===== config.mk =====
export PLATFORM = sky130hd
export DESIGN_NAME = alu_seq_flat
export DESIGN_NICKNAME = d
export VERILOG_FILES = /design/src/rtl/alu_seq_if.sv /design/src/rtl/alu_seq.sv /design/src/flat_wrapper.sv
export SDC_FILE = /design/constraint.sdc
export NUM_CORES = 1
export LEC_CHECK = 0
export ABC_AREA = 1
export CAP_MARGIN = 20
export CORE_UTILIZATION = 60
export DETAILED_ROUTE_END_ITERATION = 6
export GPL_TIMING_DRIVEN = 0
export PLACE_DENSITY = 0.81
export SETUP_SLACK_MARGIN = 0.15
export SKIP_LAST_GASP = 1
export SLEW_MARGIN = 20
export SYNTH_ARGS = -nofsm -noshare
export SYNTH_HDL_FRONTEND = slang
export SYNTH_SLANG_ARGS = --single-unit

===== constraint.sdc =====
create_clock -name clk -period 4.65 [get_ports clk]
set_clock_uncertainty 0.1 [all_clocks]
set_input_delay 0.465 -clock clk [delete_from_list [all_inputs] [get_ports clk]]
set_output_delay 0.465 -clock clk [all_outputs]
set_load 0.005 [all_outputs]

===== src/rtl/alu_seq_if.sv =====
// Operation request and result channels of alu_seq, each with valid/ready.
// master drives requests and takes results; slave is the ALU side.
interface alu_seq_if #(
    parameter int WIDTH = 8
);
    logic             in_valid;
    logic             in_ready;
    logic [WIDTH-1:0] a;
    logic [WIDTH-1:0] b;
    logic [3:0]       ctrl;
    logic             out_valid;
    logic             out_ready;
    logic [WIDTH-1:0] res;
    logic             car;
    logic             of;
    logic             zero;
    logic             err;

    modport master (
        output in_valid, a, b, ctrl, out_ready,
        input  in_ready, out_valid, res, car, of, zero, err
    );

    modport slave (
        input  in_valid, a, b, ctrl, out_ready,
        output in_ready, out_valid, res, car, of, zero, err
    );
endinterface


===== src/rtl/alu_seq.sv =====
// alu_seq: one-at-a-time WIDTH-bit ALU with a shift-add multiplier.
// Latency: result valid 1 cycle after accept, WIDTH+1 cycles for mul.
// Backpressure: result held in DONE until out_ready; no request accepted outside IDLE.
module alu_seq #(
    parameter  int WIDTH = 8,
    localparam int SHW   = $clog2(WIDTH)
) (
    input  logic     clk,
    input  logic     rst,
    alu_seq_if.slave bus
);
    localparam logic [3:0] OP_ADD = 4'h0;
    localparam logic [3:0] OP_SUB = 4'h1;
    localparam logic [3:0] OP_NOT = 4'h2;
    localparam logic [3:0] OP_AND = 4'h3;
    localparam logic [3:0] OP_OR  = 4'h4;
    localparam logic [3:0] OP_XOR = 4'h5;
    localparam logic [3:0] OP_SLT = 4'h6;
    localparam logic [3:0] OP_SEQ = 4'h7;
    localparam logic [3:0] OP_SLL = 4'h8;
    localparam logic [3:0] OP_SRL = 4'h9;
    localparam logic [3:0] OP_SRA = 4'hA;
    localparam logic [3:0] OP_MUL = 4'hB;

    typedef enum logic [1:0] {
        IDLE = 2'd0,
        BUSY = 2'd1,
        DONE = 2'd2
    } state_t;

    typedef struct packed {
        logic [WIDTH-1:0] res;
        logic             car;
        logic             of;
        logic             zero;
        logic             err;
    } result_t;

    state_t             state_q;
    state_t             state_d;
    logic [WIDTH-1:0]   a_q;
    logic [WIDTH-1:0]   b_q;
    logic [SHW-1:0]     cnt_q;
    logic [2*WIDTH-1:0] prod_q;
    logic [2*WIDTH-1:0] prod_d;
    logic [2*WIDTH-1:0] partial;
    result_t            out_q;
    result_t            alu_r;
    result_t            mul_r;
    logic               accept;
    logic               is_mul;
    logic               last;
    logic [SHW-1:0]     s;
    logic [WIDTH:0]     sum;
    logic [WIDTH:0]     shl;
    logic [WIDTH:0]     shr;

    assign is_mul = (bus.ctrl == OP_MUL);
    assign accept = (state_q == IDLE) && bus.in_valid;
    // WIDTH is a power of two, so the final iteration is the all-ones count.
    assign last   = &cnt_q;
    assign s      = bus.b[SHW-1:0];

    // Single-cycle ops are evaluated straight off the bus and latched on the accept edge.
    always_comb begin
        alu_r = '0;
        sum   = '0;
        shl   = '0;
        shr   = '0;
        case (bus.ctrl)
            OP_ADD: begin
                sum = {1'b0, bus.a} + {1'b0, bus.b};
                {alu_r.car, alu_r.res} = sum;
                alu_r.of = (bus.a[WIDTH-1] == bus.b[WIDTH-1]) && (sum[WIDTH-1] != bus.a[WIDTH-1]);
            end
            OP_SUB: begin
                sum = {1'b0, bus.a} + {1'b0, ~bus.b} + {{WIDTH{1'b0}}, 1'b1};
                {alu_r.car, alu_r.res} = sum;
                alu_r.of = (bus.a[WIDTH-1] != bus.b[WIDTH-1]) && (sum[WIDTH-1] != bus.a[WIDTH-1]);
            end
            OP_NOT: alu_r.res = ~bus.a;
            OP_AND: alu_r.res = bus.a & bus.b;
            OP_OR:  alu_r.res = bus.a | bus.b;
            OP_XOR: alu_r.res = bus.a ^ bus.b;
            OP_SLT: alu_r.res = {{(WIDTH-1){1'b0}}, ($signed(bus.a) < $signed(bus.b))};
            OP_SEQ: alu_r.res = {{(WIDTH-1){1'b0}}, (bus.a == bus.b)};
            // The extra bit beside the operand catches the last bit shifted out.
            OP_SLL: begin
                shl = {1'b0, bus.a} << s;
                {alu_r.car, alu_r.res} = shl;
            end
            OP_SRL: begin
                shr = {bus.a, 1'b0} >> s;
                {alu_r.res, alu_r.car} = shr;
            end
            OP_SRA: begin
                shr = $signed({bus.a, 1'b0}) >>> s;
                {alu_r.res, alu_r.car} = shr;
            end
            OP_MUL: ;
            default: alu_r.err = 1'b1;
        endcase
        alu_r.zero = (alu_r.res == '0);
    end

    assign partial = {{WIDTH{1'b0}}, a_q} << cnt_q;
    assign prod_d  = b_q[cnt_q] ? (prod_q + partial) : prod_q;

    always_comb begin
        mul_r      = '0;
        mul_r.res  = prod_d[WIDTH-1:0];
        mul_r.car  = |prod_d[2*WIDTH-1:WIDTH];
        mul_r.zero = (prod_d[WIDTH-1:0] == '0);
    end

    always_ff @(posedge clk or posedge rst) begin
        if (rst) begin
            state_q <= IDLE;
        end else begin
            state_q <= state_d;
        end
    end

    always_comb begin
        state_d       = state_q;
        bus.in_ready  = 1'b0;
        bus.out_valid = 1'b0;
        case (state_q)
            IDLE: begin
                bus.in_ready = 1'b1;
                if (bus.in_valid) begin
                    state_d = is_mul ? BUSY : DONE;
                end
            end
            BUSY: begin
                if (last) begin
                    state_d = DONE;
                end
            end
            DONE: begin
                bus.out_valid = 1'b1;
                if (bus.out_ready) begin
                    state_d = IDLE;
                end
            end
            default: state_d = IDLE;
        endcase
    end

    always_ff @(posedge clk or posedge rst) begin
        if (rst) begin
            a_q    <= '0;
            b_q    <= '0;
            cnt_q  <= '0;
            prod_q <= '0;
            out_q  <= '0;
        end else begin
            if (accept) begin
                if (is_mul) begin
                    a_q    <= bus.a;
                    b_q    <= bus.b;
                    cnt_q  <= '0;
                    prod_q <= '0;
                end else begin
                    out_q <= alu_r;
                end
            end
            if (state_q == BUSY) begin
                prod_q <= prod_d;
                cnt_q  <= cnt_q + 1'b1;
                if (last) begin
                    out_q <= mul_r;
                end
            end
        end
    end

    assign bus.res  = out_q.res;
    assign bus.car  = out_q.car;
    assign bus.of   = out_q.of;
    assign bus.zero = out_q.zero;
    assign bus.err  = out_q.err;
endmodule

===== src/flat_wrapper.sv =====
// flat-port wrapper written by rule: the top's interface ports become plain ports
module alu_seq_flat 
#(
    parameter  int WIDTH = 8,
    localparam int SHW   = $clog2(WIDTH)
)
  (clk, rst, bus_in_valid, bus_a, bus_b, bus_ctrl, bus_out_ready, bus_in_ready, bus_out_valid, bus_res, bus_car, bus_of, bus_zero, bus_err);
  alu_seq_if #(.WIDTH(WIDTH)) bus_i ();
  input  logic clk;
  input  logic rst;
  input wire logic [$bits(bus_i.in_valid)-1:0] bus_in_valid;
  input wire logic [$bits(bus_i.a)-1:0] bus_a;
  input wire logic [$bits(bus_i.b)-1:0] bus_b;
  input wire logic [$bits(bus_i.ctrl)-1:0] bus_ctrl;
  input wire logic [$bits(bus_i.out_ready)-1:0] bus_out_ready;
  output wire logic [$bits(bus_i.in_ready)-1:0] bus_in_ready;
  output wire logic [$bits(bus_i.out_valid)-1:0] bus_out_valid;
  output wire logic [$bits(bus_i.res)-1:0] bus_res;
  output wire logic [$bits(bus_i.car)-1:0] bus_car;
  output wire logic [$bits(bus_i.of)-1:0] bus_of;
  output wire logic [$bits(bus_i.zero)-1:0] bus_zero;
  output wire logic [$bits(bus_i.err)-1:0] bus_err;
  assign bus_i.in_valid = bus_in_valid;
  assign bus_i.a = bus_a;
  assign bus_i.b = bus_b;
  assign bus_i.ctrl = bus_ctrl;
  assign bus_i.out_ready = bus_out_ready;
  assign bus_in_ready = bus_i.in_ready;
  assign bus_out_valid = bus_i.out_valid;
  assign bus_res = bus_i.res;
  assign bus_car = bus_i.car;
  assign bus_of = bus_i.of;
  assign bus_zero = bus_i.zero;
  assign bus_err = bus_i.err;
  alu_seq #(.WIDTH(WIDTH)) u_core (.clk(clk), .rst(rst), .bus(bus_i));
endmodule

==> impl_metrics.csv, run 1 <==
group,metric,value,unit
status,outcome,"complete, but fails checks",
status,violations_in_the_final_reports,"DRC",
clock_tree,htree_levels,2,
worst_setup_path,worst_path_dominant_cell_family,"buffers and inverters",
worst_setup_path,worst-r2r-setup-slack,1.14,ns
worst_setup_path,cp_num_cells,18,
clock_tree,worst_skew_pair.late_latency,0.30,ns
finish,fin_nets,1050,
place,placer_congestion,1.00,
worst_setup_path,cp-startpoint,"bus_b[2]",
clock_tree,cts.sink_count,49,
finish,register_area,1230,sq um
detailed_routing,vias,6347,
worst_setup_path,timing.critical_path.slowest_stage_cell,"sky130_fd_sc_hd__clkbuf_1",
worst_setup_path,worstPathBufferInverterCount,5,
sta,post-route-period-util,0.770,
global_route,antenna_found_initial,0,
detailed_routing,post-route-drc-count,1,
clock_tree,tritoncts,"yes",
clock_tree,cts.repair.resized,0,
synthesis,yosysWarnings,0,
power,p_leak,3.39,nW
finish,syn2layout_area_growth,11.5,%
sta,setup_slack_after_layout,1.07,ns
finish,final_design_area_no_fill,6210,sq um
power,power.ir.vdd_worst,0.276,mV
die,fp-row-count,34,
global_route,grt_first_pass_wirelength,28700,um
synthesis,ys_ff_latch,49,
power,final_total_power,3.07,mW
clock_tree,cts_setup_buffers,0,
place,placedInstanceArea,6090,sq um
worst_setup_path,timing.critical_path.to_type,"flip-flop",
worst_setup_path,critical-path-max-stage-delay,0.56,ns
place,dp.final_hpwl,14200,um
global_route,grt_start_max_net_pins,30,
synthesis,ys_top_cells_by_count,"sky130_fd_sc_hd__nand2_1 (322), sky130_fd_sc_hd__nand3_1 (113), sky130_fd_sc_hd__inv_1 (112)",
finish,multi_input_area,3720,sq um
global_route,number_of_global_route_vias_before_repair,5991,
global_route,grt_util_all_layers,0.374,
synthesis,synthesis.nets,1005,
die,dieArea,9670,sq um
detailed_routing,routed_via_density,5.83,
sta,timing.final.crit_period,3.58,ns
sta,fmaxAchievable,279,MHz
finish,fillerInstances,835,
clock_tree,root_buffer,"sky130_fd_sc_hd__clkbuf_8",
worst_setup_path,reg2reg_start,"u_core.cnt_q[0]",
worst_setup_path,crit_path_max_fanout,11,
detailed_routing,drt_iter0_markers,440,
sta,totalNegativeSetupSlack,0,ns
die,initial_core_utilization,0.629,
synthesis,synth_cells,935,
synthesis,count_of_flip_flops_with_a_built_in_enable_after_synthesis,0,
finish,drive_gt1_frac,0.0499,
power,power.density_cell_area,494,nW/um^2
synthesis,synth_sequential_area_ratio,0.220,
worst_setup_path,critPathMostFrequentCell,"sky130_fd_sc_hd__nand2_1",
worst_setup_path,r2r.worst_path.cells,16,
synthesis,postSynth.topFlopCell,"sky130_fd_sc_hd__dfrtp_1",
sta,slew_violations,0,
place,setup_slack_placement,0.829,ns
worst_setup_path,endpoint,"u_core.bus.zero",
detailed_routing,wl_per_cell,16.2,um
place,port-buffer-count,37,
clock_tree,clock_path_buffers,2,
detailed_routing,final_antenna_net_count,0,
sta,finalHoldViolCount,0,
sta,worst_slew_margin_rel,0.541,
min_path,worstHoldPathType,"in2async",
worst_setup_path,cp_data_arrival_time,3.72,ns
sta,timing_worst_slew_pin_value,0.689,ns
synthesis,yosysTopAreaCellShare,0.220,
die,die-height,98.3,um
die,die_x,98.3,um
sta,timing.final.setup_violations,0,
worst_setup_path,worstPathCellList,"clkdlybuf4s50_1 -> inv_1 -> clkbuf_1 -> ha_1 -> buf_2 -> nor2_1 -> nand2_1 -> nand2_1 -> nand2_1 -> nand3_1 -> o21ai_0 -> inv_1 -> nand3_1 -> nor2_1 -> nand3_1 -> nand2_1 -> nand2_1 -> nand2_1",
synthesis,syn_area,5570,sq um
clock_tree,cts_inserted_buffers,5,
detailed_routing,drt_first_pass_iters,7,
worst_setup_path,r2r-end,"u_core.bus.car",
die,placeableCoreArea,8850,sq um
sta,setup_repair_after_global_routing_missed_its_margin,"false",
run,cap_violations,0,
die,num_io_pins,38,
synthesis,ys_types,43,
worst_setup_path,startpoint_type,"input port",
global_route,grt.overflow.total,0,
synthesis,netlist.top_cell.by_area,"sky130_fd_sc_hd__dfrtp_1",
clock_tree,ctsHoldBuffers,0,
synthesis,yosys-top-cells-area,"sky130_fd_sc_hd__dfrtp_1 (22%), sky130_fd_sc_hd__nand2_1 (22%), sky130_fd_sc_hd__nand3_1 (10%)",
synthesis,postSynthAreaPerCell,5.95,sq um
detailed_routing,drt_wl_total,17600,um
worst_setup_path,critPathRequiredTime,4.79,ns
finish,antenna-diode-count,0,
clock_tree,clkTransAtPathRegs,0.08,ns
synthesis,synth_most_common_cell,"sky130_fd_sc_hd__nand2_1",
worst_setup_path,critical_path_class,"in2reg",
synthesis,async_flop_share,1.00,
## power by group
part	total (mW)	switching [mW]	internal [mW]
sequential	0.737	0.138	0.599
combinational	2.02	1.28	0.739
clock	0.312	0.137	0.175
total	3.07	1.55	1.51
## metrics by stage
step / hold WS, ns / util / instances
finish: 0.378 / 0.702 / 1089
global route: 0.421 / 0.702 / 1089
CTS: 0.387 / 0.702 / 1089
detailed placement: 0.376 / 0.689 / 1081
global placement: 0.371 / 0.686 / 1080
floorplan: 0.353 / - / 935
## sequential cells by signal, indices dropped and copies added, names as in the netlist
signal and count:
u_core.a_q 8, u_core.b_q 8, u_core.bus.car 1, u_core.bus.err 1
u_core.bus.of 1, u_core.bus.res 8, u_core.bus.zero 1, u_core.cnt_q 3
u_core.prod_q 16, u_core.state_q 2
## metal layers
| metal | global-route usage | vias to the layer above | part of all wire |
|---|---|---|---|
| li1 | - | 3107 | - |
| met1 | 0.423 | 2809 | 0.38 |
| met2 | 0.659 | 331 | 0.48 |
| met3 | 0.0415 | 100 | 0.067 |
| met4 | 0.264 | 0 | 0.074 |
| met5 | 0 | - | 0 |
## logic make-up after synthesis
| logic type | count (synthesis) | synth area share |
|---|---|---|
| simple gates | 562 | 0.425 |
| flops | 49 | 0.220 |
| xor+xnor | 4 | 0.00629 |
| compound gates | 120 | 0.120 |
| mux | 5 | 0.00966 |
| buf+inv | 149 | 0.111 |
| fa+ha+maj | 46 | 0.107 |
## worst min-delay path by stage
stage	end	slack, ns
6_report	u_core.prod_q[10]	0.38
5_1_grt	u_core.b_q[4]	0.42
4_1_cts	u_core.prod_q[10]	0.39
3_5_place_dp	u_core.b_q[1]	0.38
3_3_place_gp	u_core.b_q[4]	0.37
2_1_floorplan	u_core.b_q[1]	0.35
## final cells by class
cell class | count | area share
clock inverters | 1 | 0.00484
repair buffers | 38 | 0.0629
well taps | 108 | 0.0218
plain buffers | 29 | 0.0268
clock buffers | 7 | 0.0139
inverters | 120 | 0.0729
flip-flops and latches | 49 | 0.197
multi-input cells | 737 | 0.599
## cell usage in the layout, fill, tap and decap left out, types with 3 or more instances in the layout
cell and instances:
sky130_fd_sc_hd__buf_6 4, sky130_fd_sc_hd__a22oi_1 4, sky130_fd_sc_hd__ha_1 43, sky130_fd_sc_hd__a22o_1 3, sky130_fd_sc_hd__nand3_2 3, sky130_fd_sc_hd__nor3_1 12, sky130_fd_sc_hd__clkbuf_8 6, sky130_fd_sc_hd__buf_4 3
sky130_fd_sc_hd__inv_1 111, sky130_fd_sc_hd__fa_1 3, sky130_fd_sc_hd__nand3b_1 4, sky130_fd_sc_hd__clkdlybuf4s50_1 37, sky130_fd_sc_hd__clkbuf_1 10, sky130_fd_sc_hd__nand4_1 14, sky130_fd_sc_hd__dfrtp_1 49, sky130_fd_sc_hd__o21ai_0 54
sky130_fd_sc_hd__a21oi_1 36, sky130_fd_sc_hd__o22ai_1 7, sky130_fd_sc_hd__nand3_1 113, sky130_fd_sc_hd__nand2_1 322, sky130_fd_sc_hd__xor2_1 3, sky130_fd_sc_hd__nor2_1 85, sky130_fd_sc_hd__o21ai_2 3, sky130_fd_sc_hd__inv_2 6
sky130_fd_sc_hd__buf_2 12, sky130_fd_sc_hd__mux2i_1 4
Power figures use the tool's default switching activity.
==> run 2: changes to the inputs <==
--- a/config.mk
+++ b/config.mk
@@ -7,10 +7,10 @@
 export LEC_CHECK = 0
 export ABC_AREA = 1
 export CAP_MARGIN = 20
-export CORE_UTILIZATION = 60
+export CORE_UTILIZATION = 55
 export DETAILED_ROUTE_END_ITERATION = 6
 export GPL_TIMING_DRIVEN = 0
-export PLACE_DENSITY = 0.81
+export PLACE_DENSITY = 0.78
 export SETUP_SLACK_MARGIN = 0.15
 export SKIP_LAST_GASP = 1
 export SLEW_MARGIN = 20
==> constraint.sdc (replaced) <==
create_clock -name clk -period 3.1 [get_ports clk]
set_clock_uncertainty 0.1 [all_clocks]
set_input_delay 0.31 -clock clk [delete_from_list [all_inputs] [get_ports clk]]
set_output_delay 0.31 -clock clk [all_outputs]
set_load 0.005 [all_outputs]
==> run 2 against run 1 <==
Compared with the run above: the run now ends clean; clock-buffer cell count is the same; cell count is 3.1% higher; worst setup slack lost 0.85 ns.
==> impl_metrics.csv, run 2 (synthesis gave the netlist of run 1 again) <==
group,metric,value,unit
status,outcome,"finished clean",
sta,setup_repair_after_global_routing_missed_its_margin,"true",
power,p_leak,3.47,nW
finish,mostFrequentLayoutCell,"sky130_fd_sc_hd__nand2_1",
clock_tree,clkTransAtPathRegs,0.09,ns
detailed_routing,drt_iter0_markers,316,
detailed_routing,final_antenna_net_count,0,
worst_setup_path,worst_path_dominant_cell_family,"simple AND/OR/NAND/NOR gates",
sta,slew_violations,0,
detailed_routing,post-route-drc-count,0,
detailed_routing,routed_via_density,5.58,
place,placer_congestion,1.02,
die,die-height,103,um
clock_tree,clock_path_buffers,2,
worst_setup_path,timing.critical_path.to_type,"flip-flop",
clock_tree,worst_skew_pair.late_latency,0.32,ns
worst_setup_path,r2r.worst_path.cells,19,
place,port-buffer-count,37,
worst_setup_path,critPathMostFrequentCell,"sky130_fd_sc_hd__nand2_1",
detailed_routing,wl_per_cell,15.3,um
die,placeableCoreArea,9770,sq um
detailed_routing,drt_first_pass_iters,5,
clock_tree,htree_levels,2,
sta,timing.final.crit_period,2.88,ns
finish,fin_util,0.669,
die,initial_core_utilization,0.570,
worst_setup_path,worstPathBufferInverterCount,3,
worst_setup_path,timing.critical_path.slowest_stage_cell,"sky130_fd_sc_hd__dfrtp_1",
die,die_x,103,um
global_route,grt_start_max_net_pins,35,
die,fp-row-count,36,
sta,worst_slew_margin_rel,0.586,
place,dp.final_hpwl,13400,um
global_route,number_of_global_route_vias_before_repair,5672,
clock_tree,tritoncts,"yes",
die,dieArea,10500,sq um
worst_setup_path,worstPathCellList,"buf_6 -> buf_8 -> mux2i_2 -> nand2_1 -> o21ai_2 -> mux2i_1 -> ha_1 -> nand2_1 -> nand2_1 -> nand2_1 -> nand2_1 -> a21oi_2 -> nand3b_1 -> nand3_2 -> nand3_1 -> nor2_1 -> nand4_1 -> nand2_1 -> inv_1",
global_route,grt.overflow.total,0,
worst_setup_path,reg2reg_start,"u_core.cnt_q[0]",
run,cap_violations,0,
worst_setup_path,critPathRequiredTime,3.21,ns
worst_setup_path,worst-r2r-setup-slack,0.22,ns
global_route,grt_first_pass_wirelength,27400,um
power,power.ir.vdd_worst,0.395,mV
worst_setup_path,critical_path_class,"reg2reg",
finish,largest-register,"u_core.prod_q",
finish,final_cell_mix,"sky130_fd_sc_hd__nand2_1 (315), sky130_fd_sc_hd__nand3_1 (111), sky130_fd_sc_hd__inv_1 (109)",
sta,totalNegativeSetupSlack,0,ns
sta,finalHoldViolCount,0,
place,placedInstanceArea,6120,sq um
clock_tree,root_buffer,"sky130_fd_sc_hd__clkbuf_8",
detailed_routing,drt_wl_total,17200,um
finish,syn2layout_area_growth,17.5,%
power,final_total_power,5.10,mW
clock_tree,cts_inserted_buffers,5,
worst_setup_path,r2r-end,"u_core.bus.car",
global_route,grt_util_all_layers,0.338,
min_path,worstHoldPathType,"in2async",
sta,timing.final.setup_violations,0,
worst_setup_path,crit_path_max_fanout,9,
worst_setup_path,cp_data_arrival_time,2.99,ns
sta,fmaxAchievable,348,MHz
finish,drive_gt1_frac,0.109,
finish,antenna-diode-count,0,
worst_setup_path,startpoint_type,"flip-flop",
finish,fin_nets,1059,
power,power.density_cell_area,779,nW/um^2
die,num_io_pins,38,
finish,final_design_area_no_fill,6540,sq um
finish,largest_register_ff_count,16,
sta,post-route-period-util,0.928,
global_route,antenna_found_initial,0,
clock_tree,ctsHoldBuffers,0,
clock_tree,cts.sink_count,49,
sta,timing_worst_slew_pin_value,0.619,ns
worst_setup_path,critical-path-max-stage-delay,0.38,ns
detailed_routing,vias,6261,
==> run 2: changes by cell type in the layout (fill, tap and decap cells not counted), moves of 6 or more <==
cell | previous run | this run
sky130_fd_sc_hd__buf_4 | 3 | 13
sky130_fd_sc_hd__o21ai_0 | 54 | 44
sky130_fd_sc_hd__o21ai_2 | 3 | 12
sky130_fd_sc_hd__nor2_1 | 85 | 77
sky130_fd_sc_hd__nand2_1 | 322 | 315
sky130_fd_sc_hd__nand2_2 | 2 | 9
sky130_fd_sc_hd__nor2_2 | 2 | 9
sky130_fd_sc_hd__ha_1 | 43 | 37
sky130_fd_sc_hd__ha_4 | 0 | 6
==> run 2: worst max path at each step <==
stage,end,slack (ns),from,depth (start not counted)
global placement,u_core.bus.zero,-0.45,bus_b[2],18
global route,u_core.bus.car,0.04,u_core.cnt_q[0],20
detailed placement,u_core.bus.zero,-0.45,bus_b[2],18
floorplan,u_core.bus.car,0.40,u_core.cnt_q[0],16
finish,u_core.bus.car,0.22,u_core.cnt_q[0],19
CTS,u_core.bus.car,0.15,u_core.cnt_q[0],19
==> run 2: timing repair <==
action / CTS / global route
gates resized for setup: 20 / 57
cloned: 0 / 0
endpoints found under the hold margin: 0 / 0
setup buffers: 1 / 8
endpoints found under the setup margin: 13 / 15
pin swaps: 1 / 15
==> run 2: routing by layer <==
metal,track usage,share of wire,vias to the layer above
met5,0,0,-
li1,-,-,3134
met3,0.0271,0.063,54
met2,0.550,0.46,262
met1,0.448,0.43,2811
met4,0.180,0.052,0
==> run 2: power breakdown <==
group	leakage (nW)	total, mW	switching (mW)	internal, mW
clock	0.0585	0.484	0.221	0.263
sequential	0.633	1.12	0.222	0.898
combinational	2.78	3.49	2.07	1.42
total	3.47	5.10	2.51	2.59
==> run 2: area by class of cell <==
| type | count | area [sq um] |
|---|---|---|
| Sequential cell | 49 | 1230 |
| Clock buffer | 7 | 86.3 |
| Timing Repair Buffer | 47 | 460 |
| Clock inverter | 1 | 30.0 |
| Multi-Input combinational cell | 737 | 3930 |
| Buffer | 29 | 194 |
| Fill cell | 947 | 3230 |
| Tap cell | 133 | 166 |
| Inverter | 120 | 453 |
==> run 2: worst register-to-register path: stages, from the launching register on <==
cell and delay [ns]:
sky130_fd_sc_hd__dfrtp_1 0.38, sky130_fd_sc_hd__buf_6 0.14, sky130_fd_sc_hd__buf_8 0.13, sky130_fd_sc_hd__mux2i_2 0.23
sky130_fd_sc_hd__nand2_1 0.09, sky130_fd_sc_hd__o21ai_2 0.08, sky130_fd_sc_hd__mux2i_1 0.13, sky130_fd_sc_hd__ha_1 0.37
sky130_fd_sc_hd__nand2_1 0.09, sky130_fd_sc_hd__nand2_1 0.09, sky130_fd_sc_hd__nand2_1 0.08, sky130_fd_sc_hd__nand2_1 0.08
sky130_fd_sc_hd__a21oi_2 0.16, sky130_fd_sc_hd__nand3b_1 0.11, sky130_fd_sc_hd__nand3_2 0.10, sky130_fd_sc_hd__nand3_1 0.07
sky130_fd_sc_hd__nor2_1 0.09, sky130_fd_sc_hd__nand4_1 0.12, sky130_fd_sc_hd__nand2_1 0.08, sky130_fd_sc_hd__inv_1 0.04
==> run 2: metrics by stage <==
step	hold WS, ns	setup slack, ns	std cells
global placement	0.366	-0.451	1105
detailed placement	0.381	-0.448	1106
finish	0.174	0.222	1123
CTS	0.187	0.153	1115
floorplan	0.331	0.396	935
global route	0.202	0.0436	1123
